**src/rtl/servo_pwm_bank.sv**
```systemverilog
// Four-channel hobby-servo PWM generator with per-frame slew limiting.
// Targets are latched at each frame start; commands step toward them by at most MAX_STEP per frame.
module servo_pwm_bank #(
    parameter int TICK_CYCLES = 391,
    parameter int BASE_TICKS  = 256,
    parameter int FRAME_TICKS = 5120,
    parameter int MAX_STEP    = 4,
    parameter int RESET_POS   = 128
) (
    input  logic       clk,
    input  logic       rst_n,
    input  logic       enable,
    input  logic [7:0] pos_x,
    input  logic [7:0] pos_y,
    input  logic [7:0] pos_z,
    input  logic [7:0] pos_g,
    output logic [3:0] pwm,
    output logic       frame_sync,
    output logic       settled
);

    localparam int PW = (TICK_CYCLES > 1) ? $clog2(TICK_CYCLES) : 1;
    localparam int TW = (FRAME_TICKS > 1) ? $clog2(FRAME_TICKS) : 1;
    localparam int CW = (TW > 10) ? TW : 10;

    localparam logic [PW-1:0]       PRE_LAST  = PW'(TICK_CYCLES - 1);
    localparam logic [TW-1:0]       TICK_LAST = TW'(FRAME_TICKS - 1);
    localparam logic [9:0]          BASE10    = 10'(BASE_TICKS);
    localparam logic signed [8:0]   STEP9     = 9'(MAX_STEP);
    localparam logic [7:0]          STEP8     = 8'(MAX_STEP);
    localparam logic [7:0]          RST8      = 8'(RESET_POS);

    logic [PW-1:0]     prescaler;
    logic [TW-1:0]     tick_cnt;
    logic              en_d;
    logic              pre_wrap;
    logic              frame_start;
    logic [3:0][7:0]   pos_all;
    logic [3:0][7:0]   target;
    logic [3:0][7:0]   cmd;
    logic [3:0][9:0]   limit;
    logic              all_match;

    assign pos_all  = {pos_g, pos_z, pos_y, pos_x};
    assign pre_wrap = (prescaler == PRE_LAST);

    // A frame starts on the natural wrap or on the first enabled edge after idle/reset.
    assign frame_start = enable && ((pre_wrap && (tick_cnt == TICK_LAST)) || !en_d);

    function automatic logic [7:0] slew(input logic [7:0] cur, input logic [7:0] tgt);
        logic signed [8:0] diff;
        diff = $signed({1'b0, tgt}) - $signed({1'b0, cur});
        if ((MAX_STEP == 0) || ((diff <= STEP9) && (diff >= -STEP9)))
            return tgt;
        else if (diff > 0)
            return cur + STEP8;
        else
            return cur - STEP8;
    endfunction

    // NOTE: sequential state uses non-blocking assignments so every register sees pre-edge values.
    always_ff @(posedge clk) begin
        if (!rst_n) begin
            prescaler <= '0;
            tick_cnt  <= '0;
            en_d      <= 1'b0;
        end else begin
            en_d <= enable;
            if (!enable || frame_start) begin
                prescaler <= '0;
                tick_cnt  <= '0;
            end else if (pre_wrap) begin
                prescaler <= '0;
                tick_cnt  <= tick_cnt + TW'(1);
            end else begin
                prescaler <= prescaler + PW'(1);
            end
        end
    end

    // NOTE: cmd and target are only 4x8 flops, so they get an explicit reset value rather than being left as memory.
    always_ff @(posedge clk) begin
        if (!rst_n) begin
            for (int i = 0; i < 4; i++) begin
                cmd[i]    <= RST8;
                target[i] <= RST8;
            end
        end else if (frame_start) begin
            for (int i = 0; i < 4; i++) begin
                cmd[i]    <= slew(cmd[i], target[i]);
                target[i] <= pos_all[i];
            end
        end
    end

    // NOTE: every always_comb output gets a default first so no latch is inferred.
    always_comb begin
        all_match = 1'b1;
        for (int i = 0; i < 4; i++) begin
            limit[i] = BASE10 + {2'b00, cmd[i]};
            if (cmd[i] != target[i])
                all_match = 1'b0;
        end
    end

    // pwm is held low on the frame-start edge so an enable-rise frame matches a wrapped one.
    always_ff @(posedge clk) begin
        if (!rst_n) begin
            pwm        <= '0;
            frame_sync <= 1'b0;
            settled    <= 1'b1;
        end else begin
            frame_sync <= frame_start;
            settled    <= all_match;
            for (int i = 0; i < 4; i++)
                pwm[i] <= enable && !frame_start && (CW'(tick_cnt) < CW'(limit[i]));
        end
    end

endmodule

```
**config.mk**
```make
export PLATFORM = sky130hd
export DESIGN_NAME = servo_pwm_bank
export DESIGN_NICKNAME = d
export VERILOG_FILES = /design/src/rtl/servo_pwm_bank.sv
export SDC_FILE = /design/constraint.sdc
export NUM_CORES = 1
export LEC_CHECK = 0
export ABC_AREA = 1
export CAP_MARGIN = 0
export CORE_MARGIN = 1.5
export CORE_UTILIZATION = 50
export CTS_CLUSTER_DIAMETER = 80
export DETAILED_ROUTE_END_ITERATION = 10
export GPL_ROUTABILITY_DRIVEN = 0
export PLACE_DENSITY_LB_ADDON = 0.08
export SETUP_SLACK_MARGIN = 0.4
export SLEW_MARGIN = 20
export SYNTH_ARGS = -nofsm -noshare
export SYNTH_HDL_FRONTEND = slang
export SYNTH_SLANG_ARGS = --single-unit
```
**constraint.sdc**
```tcl
create_clock -name clk -period 3.5 [get_ports clk]
set_input_delay 0.525 -clock clk [delete_from_list [all_inputs] [get_ports clk]]
set_output_delay 0.525 -clock clk [all_outputs]
set_load 0.01 [all_outputs]
```
==> results of run 1 <==
[synthesized netlist by cell type]
master and instances:
a21o_1 4, buf_1 2, a21oi_1 84, nor3_1 14
or4_1 1, o21ai_1 3, fa_1 8, nand4_1 21
buf_2 7, xor2_1 18, o211ai_1 9, buf_6 2
dfxtp_1 93, and3_1 5, inv_1 174, o21a_1 1
ha_1 79, nand3_1 130, inv_2 4, nor4_2 1
clkbuf_1 10, a211oi_1 1, o21ai_0 44, or2_2 1
nor4_1 1, xnor2_1 5, nand2_2 6, a31oi_1 7
nand2_4 1, nor3b_2 1, nor3_2 1, nand4_2 1
nor3b_1 6, inv_4 1, o21bai_1 2, nor2_1 93
nand2_1 265, and2_1 4, buf_4 3
[state kept, by name, indices dropped and copies added, names as in the netlist]
| register | cells |
|---|---|
| pwm | 4 |
| tick_cnt | 13 |
| target | 32 |
| cmd | 32 |
| en_d | 1 |
| frame_sync | 1 |
| settled | 1 |
| prescaler | 9 |
[through the flow]
step	area (sq um)	util [%]	total power [mW]	instances	worst slack, ns
floorplan	7252	-	3.703	1113	0.6248
global placement	7792	55.49	4.308	1315	0.3719
detailed placement	7792	55.49	4.321	1315	0.3332
CTS	8152	58.05	5.483	1333	0.3809
global route	8647	61.58	6.593	1339	0.3475
finish	8647	61.58	6.051	1339	0.5289
[area by class of cell]
class	instances	area [sq um]	share of cell area [%]
clock inverter	3	68.82	0.7958
tap	180	225.2	2.605
timing repair buffer	54	504.2	5.831
sequential	93	1883	21.78
multi-input combinational	817	5041	58.30
clock buffer	13	250.2	2.894
inverter	179	674.4	7.799
[final timing paths]
check	from	end	slack, ns
setup / recovery	cmd[8]	cmd[13]	0.53
setup reg to reg	cmd[8]	cmd[13]	0.53
hold reg to reg	target[0]	target[0]	0.46
hold / removal	target[0]	target[0]	0.46
[repair_timing]
action | in CTS | in global routing
setup endpoints to repair | 8 | 11
setup buffers | 2 | 6
resized for setup | 6 | 100
pin swaps | 2 | 22
[per-layer routing]
layer / wire [microns] / up-vias
met3: 784 / 17
met1: 8982 / 3178
met5: 0 / -
met2: 8502 / 157
met4: 251 / 0
li1: - / 3710
[worst register-to-register path: stages (launching register included)]
cell and delay, ns:
dfxtp_1 0.37, ha_2 0.19, inv_2 0.05, fa_2 0.38, nand2_2 0.08, nand2_2 0.07
nand3_2 0.10, nand2_1 0.07, nand2_1 0.06, nand2_1 0.05, nor2_2 0.12, nand3_2 0.12
nand2_4 0.15, ha_4 0.23, a21o_1 0.19, a31oi_1 0.16, xor2_1 0.17, nand3_1 0.10
nand3_1 0.10, a21oi_1 0.06
[power groups by stage]
stage / Combinational, mW / Clock [mW] / Sequential [mW]
2_1_floorplan: 2.42 / 0 / 1.28
3_3_place_gp: 3.00 / 0 / 1.31
3_5_place_dp: 3.01 / 0 / 1.31
4_1_cts: 3.10 / 1.10 / 1.29
5_1_grt: 4.10 / 1.14 / 1.35
6_report: 3.63 / 1.09 / 1.33
[cells by family (layout without fill, tap and decap cells)]
group	after synthesis	after routing	share of synthesized area [%]
buffers and inverters	203	249	11.02
DFF	93	93	25.67
xor gates and xnor gates	23	23	2.778
AOI/OAI and AO/OA	155	155	11.40
adders and majority gates	87	87	15.84
and+or+nand+nor	552	552	33.28
==> impl_metrics.json, run 1 <==
{
  "status": "completed",
  "cp.required_ns": 3.72,
  "yosys_warnings": 0,
  "clock_latency_ns": 0.36,
  "layout_common_cells": "nand2_1 (252), inv_1 (169), nand3_1 (122), nor2_1 (85), a21oi_1 (81)",
  "leakage_nw": 4.177,
  "relSlewSlack_pct": 59.27,
  "die_h_microns": 123.4,
  "power_density_mw_per_mm2": 699.8,
  "clkPwrFrac_pct": 17.9,
  "clockRootBuffer": "clkbuf_16",
  "fillers": 1335,
  "drt.antenna.violating_nets": 0,
  "whs_ns": 0.4624,
  "ctsHoldBuffers": 0,
  "mostFrequentLayoutCell": "nand2_1",
  "routedWlPerCell_microns": 13.83,
  "seqPwrFrac_pct": 22.0,
  "clkTransAtPathRegs_ns": 0.07,
  "tightest_slew_ns": 0.6110,
  "cts_max_level": 3,
  "timing.critical_path.buf_inv": 1,
  "synth_top_area_share_pct": 25.67,
  "synthTopCellsByArea": "dfxtp_1 (26%), nand2_1 (14%), ha_1 (14%), inv_1 (9.0%), nand3_1 (9.0%)",
  "synth_top_area_cell": "dfxtp_1",
  "min_period_over_period_pct": 84.89,
  "overflow": 0,
  "syn_nets": 1235,
  "syn_avg_cell_area_sq_um": 6.516,
  "antenna_found_initial": 0,
  "layout-drive-gt1-share_pct": 11.65,
  "vias_per_cell": 5.274,
  "cts_made_buffers": 9,
  "cts_max_path_buffers": 2,
  "grt_max_degree": 60,
  "slowest_delay_ns": 0.38,
  "fmax_mhz": 336.6,
  "track_usage_pct": 24.54,
  "met2_usage_pct": 39.27,
  "netSwitchingPower_mw": 2.644,
  "end_kind": "flip-flop",
  "top_usage_layer": "met2",
  "first_pass_iters": 5,
  "syn-cell-area_sq_mm": 0.007252,
  "core-area_sq_mm": 0.01404,
  "areaGrowthSynthToFinish_pct": 19.24,
  "crit_cells": 19,
  "whs_path_depth": 2,
  "rsz0062_at_grt": "true",
  "dieWidth_microns": 123.4,
  "fp.dieArea_sq_mm": 0.01524,
  "met1_usage_pct": 34.61,
  "num_rows": 43,
  "final.setup.tns_ns": 0,
  "routed_wl_microns": 18520,
  "power_frac_comb_pct": 60.1,
  "drt_iter0_markers": 414,
  "crit_family": "simple AND/OR/NAND/NOR gates",
  "drc_errors": 0,
  "netlist_instances": 1113,
  "hold_class": "reg -> reg",
  "p_sw_share_pct": 43.69,
  "crit_type": "reg -> reg",
  "cp_slowest_cell": "fa_2",
  "worst_ep_arrival_time_ns": 3.19,
  "drv_slew": 0,
  "hpwl_microns": 13510,
  "intPower_mw": 3.407,
  "cts_tree": "yes",
  "synth_cell_types": 39,
  "io_buffers": 40,
  "period_minus_slack_ns": 2.971,
  "setup_violations": 0,
  "antenna_cells": 0,
  "clock-sinks": 93,
  "ys_ff_latch": 93,
  "gr-usage-met3_pct": 3.183,
  "critical_path.cell_chain": "ha_2 > inv_2 > fa_2 > nand2_2 > nand2_2 > nand3_2 > nand2_1 > nand2_1 > nand2_1 > nor2_2 > nand3_2 > nand2_4 > ha_4 > a21o_1 > a31oi_1 > xor2_1 > nand3_1 > nand3_1 > a21oi_1",
  "clock-skew-final_ns": 0.01082,
  "cap_violations": 0,
  "vias": 7062,
  "hold_viol_final": 0,
  "worstPathMaxFanout": 5,
  "yosysSeqAreaShare_pct": 25.67,
  "io_pins": 41,
  "peakVddDrop_mv": 0.3458,
  "first_global_vias": 6140,
  "worst_r2r_path_depth": 19,
  "grt_pass1_wl_microns": 29290,
  "start_util_pct": 51.64,
  "final_nets": 1276,
  "critPathLaunchType": "flip-flop",
  "path_common_cell": "nand2_1"
}
(Power assumes the default switching activity.)
==> run 2: changes to the inputs <==
==> constraint.sdc (replaced) <==
create_clock -name clk -period 2.4 [get_ports clk]
set_input_delay 0.36 -clock clk [delete_from_list [all_inputs] [get_ports clk]]
set_output_delay 0.36 -clock clk [all_outputs]
set_load 0.01 [all_outputs]
==> impl_metrics.json, run 2 (synthesis gave the netlist of run 1 again) <==
{
  "slowest_delay_ns": 0.39,
  "final.setup.tns_ns": -10.95,
  "fin_ws_ns": -0.6121,
  "io_pins": 41,
  "overflow": 0,
  "clock_latency_ns": 0.36,
  "relSlewSlack_pct": 69.44,
  "regArea_sq_mm": 0.001876,
  "critical_path.cell_chain": "inv_2 > ha_4 > inv_2 > fa_2 > nand3_1 > nand3_2 > and2_4 > nor2_4 > nand3_4 > nand2_4 > ha_4 > a21o_1 > a31oi_2 > xor2_1 > nand3_1 > nand3_2 > a21oi_1",
  "routedWlPerCell_microns": 15.89,
  "hold_viol_final": 0,
  "hpwl_microns": 15040,
  "first_pass_iters": 5,
  "leakage_nw": 5.509,
  "met1_usage_pct": 37.13,
  "hold_class": "reg -> reg",
  "drc_errors": 0,
  "power_density_mw_per_mm2": 1114,
  "clockRootBuffer": "clkbuf_16",
  "fmax_mhz": 332.0,
  "cts_max_level": 3,
  "cap_violations": 0,
  "clock-skew-final_ns": 0.007585,
  "violations": "setup timing",
  "core-area_sq_mm": 0.01404,
  "ctsHoldBuffers": 0,
  "fp.dieArea_sq_mm": 0.01524,
  "drt.antenna.violating_nets": 0,
  "vias_per_cell": 5.473,
  "vias": 8566,
  "min_period_over_period_pct": 125.5,
  "start_util_pct": 51.64,
  "worst_ep_arrival_time_ns": 3.26,
  "io_buffers": 40,
  "top_usage_layer": "met2",
  "first_global_vias": 7786,
  "clock-sinks": 93,
  "cp.required_ns": 2.65,
  "critPathLaunchType": "flip-flop",
  "multiInputGateArea_sq_mm": 0.005886,
  "reg_top3": "cmd (32), target (32), tick_cnt (13)",
  "areaGrowthSynthToFinish_pct": 56.80,
  "dieWidth_microns": 123.4,
  "final_nets": 1502,
  "antenna_cells": 0,
  "cp_slowest_cell": "fa_2",
  "end_kind": "flip-flop",
  "cts_tree": "yes",
  "track_usage_pct": 29.27,
  "fin_util_pct": 80.98,
  "p_total_mw": 12.67,
  "cts_made_buffers": 9,
  "fillers": 913,
  "grt_pass1_wl_microns": 35300,
  "drt_iter0_markers": 608,
  "clkTransAtPathRegs_ns": 0.07,
  "antenna_found_initial": 0,
  "drv_slew": 0,
  "gr-usage-met3_pct": 4.751,
  "grt_max_degree": 46,
  "peakVddDrop_mv": 0.7308,
  "die_h_microns": 123.4,
  "worstPathMaxFanout": 5,
  "met2_usage_pct": 50.76,
  "routed_wl_microns": 24870,
  "mostFrequentLayoutCell": "nand2_1",
  "tightest_slew_ns": 0.4585,
  "num_rows": 43,
  "crit_type": "reg -> reg",
  "cts_max_path_buffers": 2,
  "layout-drive-gt1-share_pct": 35.45,
  "rsz0062_at_grt": "true",
  "layout_common_cells": "nand2_1 (209), buf_4 (202), inv_1 (158), nand3_1 (87), dfxtp_1 (82)",
  "status": "finished, violations left",
  "period_minus_slack_ns": 3.012,
  "setup_violations": 26
}
-- run 2: cell types whose count changed in the layout (fill, tap and decap cells not counted), sizes merged --
cell           before  now
buf                15  239
clkbuf             13    9
clkinvlp            0    3
clkdlybuf4s50      39   40
clkinv              1    2
inv               179  180
-- run 2: timing repair --
action / 4_1_cts / 5_1_grt
resized for setup: 127 / 146
endpoints found under the setup margin: 59 / 64
cloned: 0 / 1
setup buffers: 36 / 21
pin swaps: 86 / 86
-- run 2: through the flow --
step,cell area (sq um),setup WS (ns),hold slack (ns),cells
2_1_floorplan,7402,-0.2644,0.4297,1113
3_3_place_gp,9281,-0.4987,0.4439,1491
3_5_place_dp,9281,-0.4952,0.4488,1491
4_1_cts,10540,-0.3829,0.4797,1543
5_1_grt,11370,-0.7799,0.5064,1565
6_report,11370,-0.6121,0.4879,1565
-- run 2: final cells by class --
type,count,area share (%)
multi-input combinational,817,51.76
timing repair buffer,279,20.75
sequential,93,16.49
inverter,179,6.085
clock buffer,9,1.981
tap,180,1.981
clock inverter,7,0.8693
timing repair inverter,1,0.07702
-- run 2: routing by layer --
layer / vias to the layer above / wire [microns]
met5: - / 0
met4: 0 / 806
met3: 80 / 1316
met1: 4008 / 10360
met2: 308 / 12380
li1: 4170 / -
-- run 2: path summary, 6_finish.rpt --
path	startpoint	to	slack [ns]	cells past startpoint
worst max-delay path	target[16]	cmd[21]	-0.61	17
worst max register to register	target[16]	cmd[21]	-0.61	17
worst min register to register	cmd[25]	cmd[25]	0.49	2
worst min-delay path	cmd[25]	cmd[25]	0.49	2
-- run 2: where the power goes --
group          internal [mW]  switching (mW)
clock                  0.919           0.668
combinational           4.55            4.68
sequential              1.72           0.120
total                   7.20            5.47
-- run 2: worst max-delay path, delay by kind of cell, from the launching register on --
kind                       cells  cell delay [ns]
xor gates and xnor gates       1             0.19
buffers and inverters          2             0.11
adders and majority gates      3             0.74
and+or+nand+nor                8             1.07
AOI/OAI and AO/OA              3             0.46
DFF                            1             0.33
==> run 3: changes to the inputs <==
--- a/config.mk
+++ b/config.mk
@@ -12,7 +12,7 @@
 export CTS_CLUSTER_DIAMETER = 80
 export DETAILED_ROUTE_END_ITERATION = 10
 export GPL_ROUTABILITY_DRIVEN = 0
-export PLACE_DENSITY_LB_ADDON = 0.08
+export PLACE_DENSITY = 0.69
 export SETUP_SLACK_MARGIN = 0.4
 export SLEW_MARGIN = 20
 export SYNTH_ARGS = -nofsm -noshare
==> constraint.sdc (replaced) <==
create_clock -name clk -period 2.82 [get_ports clk]
set_input_delay 0.423 -clock clk [delete_from_list [all_inputs] [get_ports clk]]
set_output_delay 0.423 -clock clk [all_outputs]
set_load 0.01 [all_outputs]
==> impl_metrics.json, run 3 (synthesis gave the netlist of run 1 again) <==
{
  "status": "finished, violations left",
  "violations": "setup timing",
  "drc_errors": 0,
  "power_frac_comb_pct": 70.3,
  "power_density_mw_per_mm2": 929.4,
  "whs_ns": 0.4687,
  "antenna_cells": 0,
  "fmax_mhz": 336.8,
  "worst_ep_arrival_time_ns": 3.20,
  "multiInputGateArea_sq_mm": 0.005553,
  "seqPwrFrac_pct": 16.9,
  "io_pins": 41,
  "clock_latency_ns": 0.36,
  "critPathLaunchType": "flip-flop",
  "core-area_sq_mm": 0.01404,
  "areaGrowthSynthToFinish_pct": 40.80,
  "first_global_vias": 7506,
  "cts_max_level": 3,
  "cp_slowest_cell": "fa_2",
  "r2r-start": "target[24]",
  "reg_top3": "cmd (32), target (32), tick_cnt (13)",
  "r2r_slack_ns": -0.15,
  "intPower_mw": 5.308,
  "mostFrequentLayoutCell": "nand2_1",
  "start_util_pct": 51.64,
  "clkPwrFrac_pct": 12.8,
  "vias_per_cell": 5.409,
  "critical_path.cell_chain": "inv_2 > ha_4 > inv_4 > fa_2 > nand2_2 > nand2_4 > nand3_4 > nand2_2 > nand2_1 > nand2_1 > nor2_2 > nand3_2 > nand2_4 > ha_4 > a21o_1 > a31oi_2 > xor2_1 > nand3_1 > nand3_1 > a21oi_1",
  "routedWlPerCell_microns": 15.21,
  "slowest_delay_ns": 0.40,
  "fin_area_sq_mm": 0.01021,
  "fp.dieArea_sq_mm": 0.01524,
  "fin_ws_ns": -0.1488,
  "end_kind": "flip-flop",
  "crit_path_end": "cmd[29]",
  "io_buffers": 40,
  "overflow": 0,
  "worst_r2r_path_depth": 20,
  "regArea_sq_mm": 0.001883,
  "dp_cells": 1391,
  "first_pass_iters": 6,
  "p_total_mw": 9.490,
  "final_cell_count_no_fill": 1473,
  "period_minus_slack_ns": 2.969,
  "hold_viol_final": 0,
  "grt_max_degree": 38,
  "track_usage_pct": 28.26,
  "fillers": 1092,
  "routed_wl_microns": 22410,
  "drt.antenna.violating_nets": 0,
  "crit_type": "reg -> reg",
  "dieWidth_microns": 123.4,
  "vias": 7967,
  "die_h_microns": 123.4,
  "placed_cell_area_sq_mm": 0.008478,
  "drt_iter0_markers": 465,
  "place_ws_ns": -0.08134,
  "cts_max_path_buffers": 2,
  "tightest_slew_ns": 0.5038,
  "rr_endpoint": "cmd[29]",
  "netSwitchingPower_mw": 4.182,
  "clock-skew-final_ns": 0.01225,
  "hold_class": "reg -> reg",
  "drv_slew": 0,
  "clock-sinks": 93,
  "leakage_nw": 4.937,
  "final_nets": 1410,
  "layout-drive-gt1-share_pct": 26.76,
  "min_period_over_period_pct": 105.3,
  "ctsHoldBuffers": 0,
  "cts_made_buffers": 9,
  "relSlewSlack_pct": 66.29,
  "cp.required_ns": 3.05,
  "hpwl_microns": 14090,
  "clockRootBuffer": "clkbuf_16",
  "clkTransAtPathRegs_ns": 0.07,
  "grt_pass1_wl_microns": 33920,
  "peakVddDrop_mv": 0.4944,
  "startpoint": "target[24]",
  "cap_violations": 0,
  "rsz0062_at_grt": "true",
  "cts_tree": "yes",
  "worstPathMaxFanout": 6,
  "num_rows": 43,
  "setup_violations": 10,
  "antenna_found_initial": 0,
  "p_sw_share_pct": 44.06,
  "layout_common_cells": "nand2_1 (232), inv_1 (158), buf_4 (134), nand3_1 (105), nor2_1 (84)"
}
## run 3: cell type report
type	count	area share [%]
flip-flops and latches	93	18.44
clock inverters	5	0.3431
repair buffers	188	15.40
clock buffers	11	2.475
inverters	179	6.752
well taps	180	2.206
multi-input cells	817	54.38
## run 3: worst min-delay path by stage
stage / start / end / slack, ns / depth (start not counted)
after global routing: prescaler[0] / prescaler[0] / 0.49 / 1
final: prescaler[0] / prescaler[0] / 0.47 / 1
after floorplan: prescaler[0] / prescaler[0] / 0.43 / 1
after detailed placement: prescaler[0] / prescaler[0] / 0.45 / 1
after global placement: prescaler[0] / prescaler[0] / 0.44 / 1
after CTS: prescaler[0] / prescaler[0] / 0.48 / 1
## run 3: what timing repair did
item                       CTS  global route
pin swaps                   85            67
setup endpoints to repair   25            40
gates resized for setup    111            86
setup buffers               43            23
## run 3: critical path: cells and delay by family, from the launching register on
family                     cells  cell delay, ns
xor gates and xnor gates       1            0.18
buffers and inverters          2            0.10
adders and majority gates      3            0.75
AOI/OAI and AO/OA              3            0.47
and+or+nand+nor               11            0.99
DFF                            1            0.33
## run 3: per-layer routing
metal,track usage (%),vias to the layer above,part of all wire (%)
met1,33.82,3662,42
met5,0,-,0
met4,12.86,0,3.8
li1,-,3985,-
met2,50.00,245,50
met3,4.013,75,4.7
## run 3: metrics by stage
step                       TNS, ns  utilization (%)
after floorplan                  0                -
after global placement    -0.06128            60.38
after detailed placement   -0.3934            60.38
after CTS                        0            68.64
after global routing        -3.320            72.72
final                      -0.6743            72.72
## run 3: power by group through the flow
stage / registers (mW) / logic [mW] / clock network [mW]
finish: 1.60 / 6.67 / 1.21
global route: 1.62 / 7.26 / 1.27
CTS: 1.58 / 5.55 / 1.22
detailed placement: 1.59 / 4.43 / 0
global placement: 1.59 / 4.38 / 0
floorplan: 1.60 / 3.12 / 0
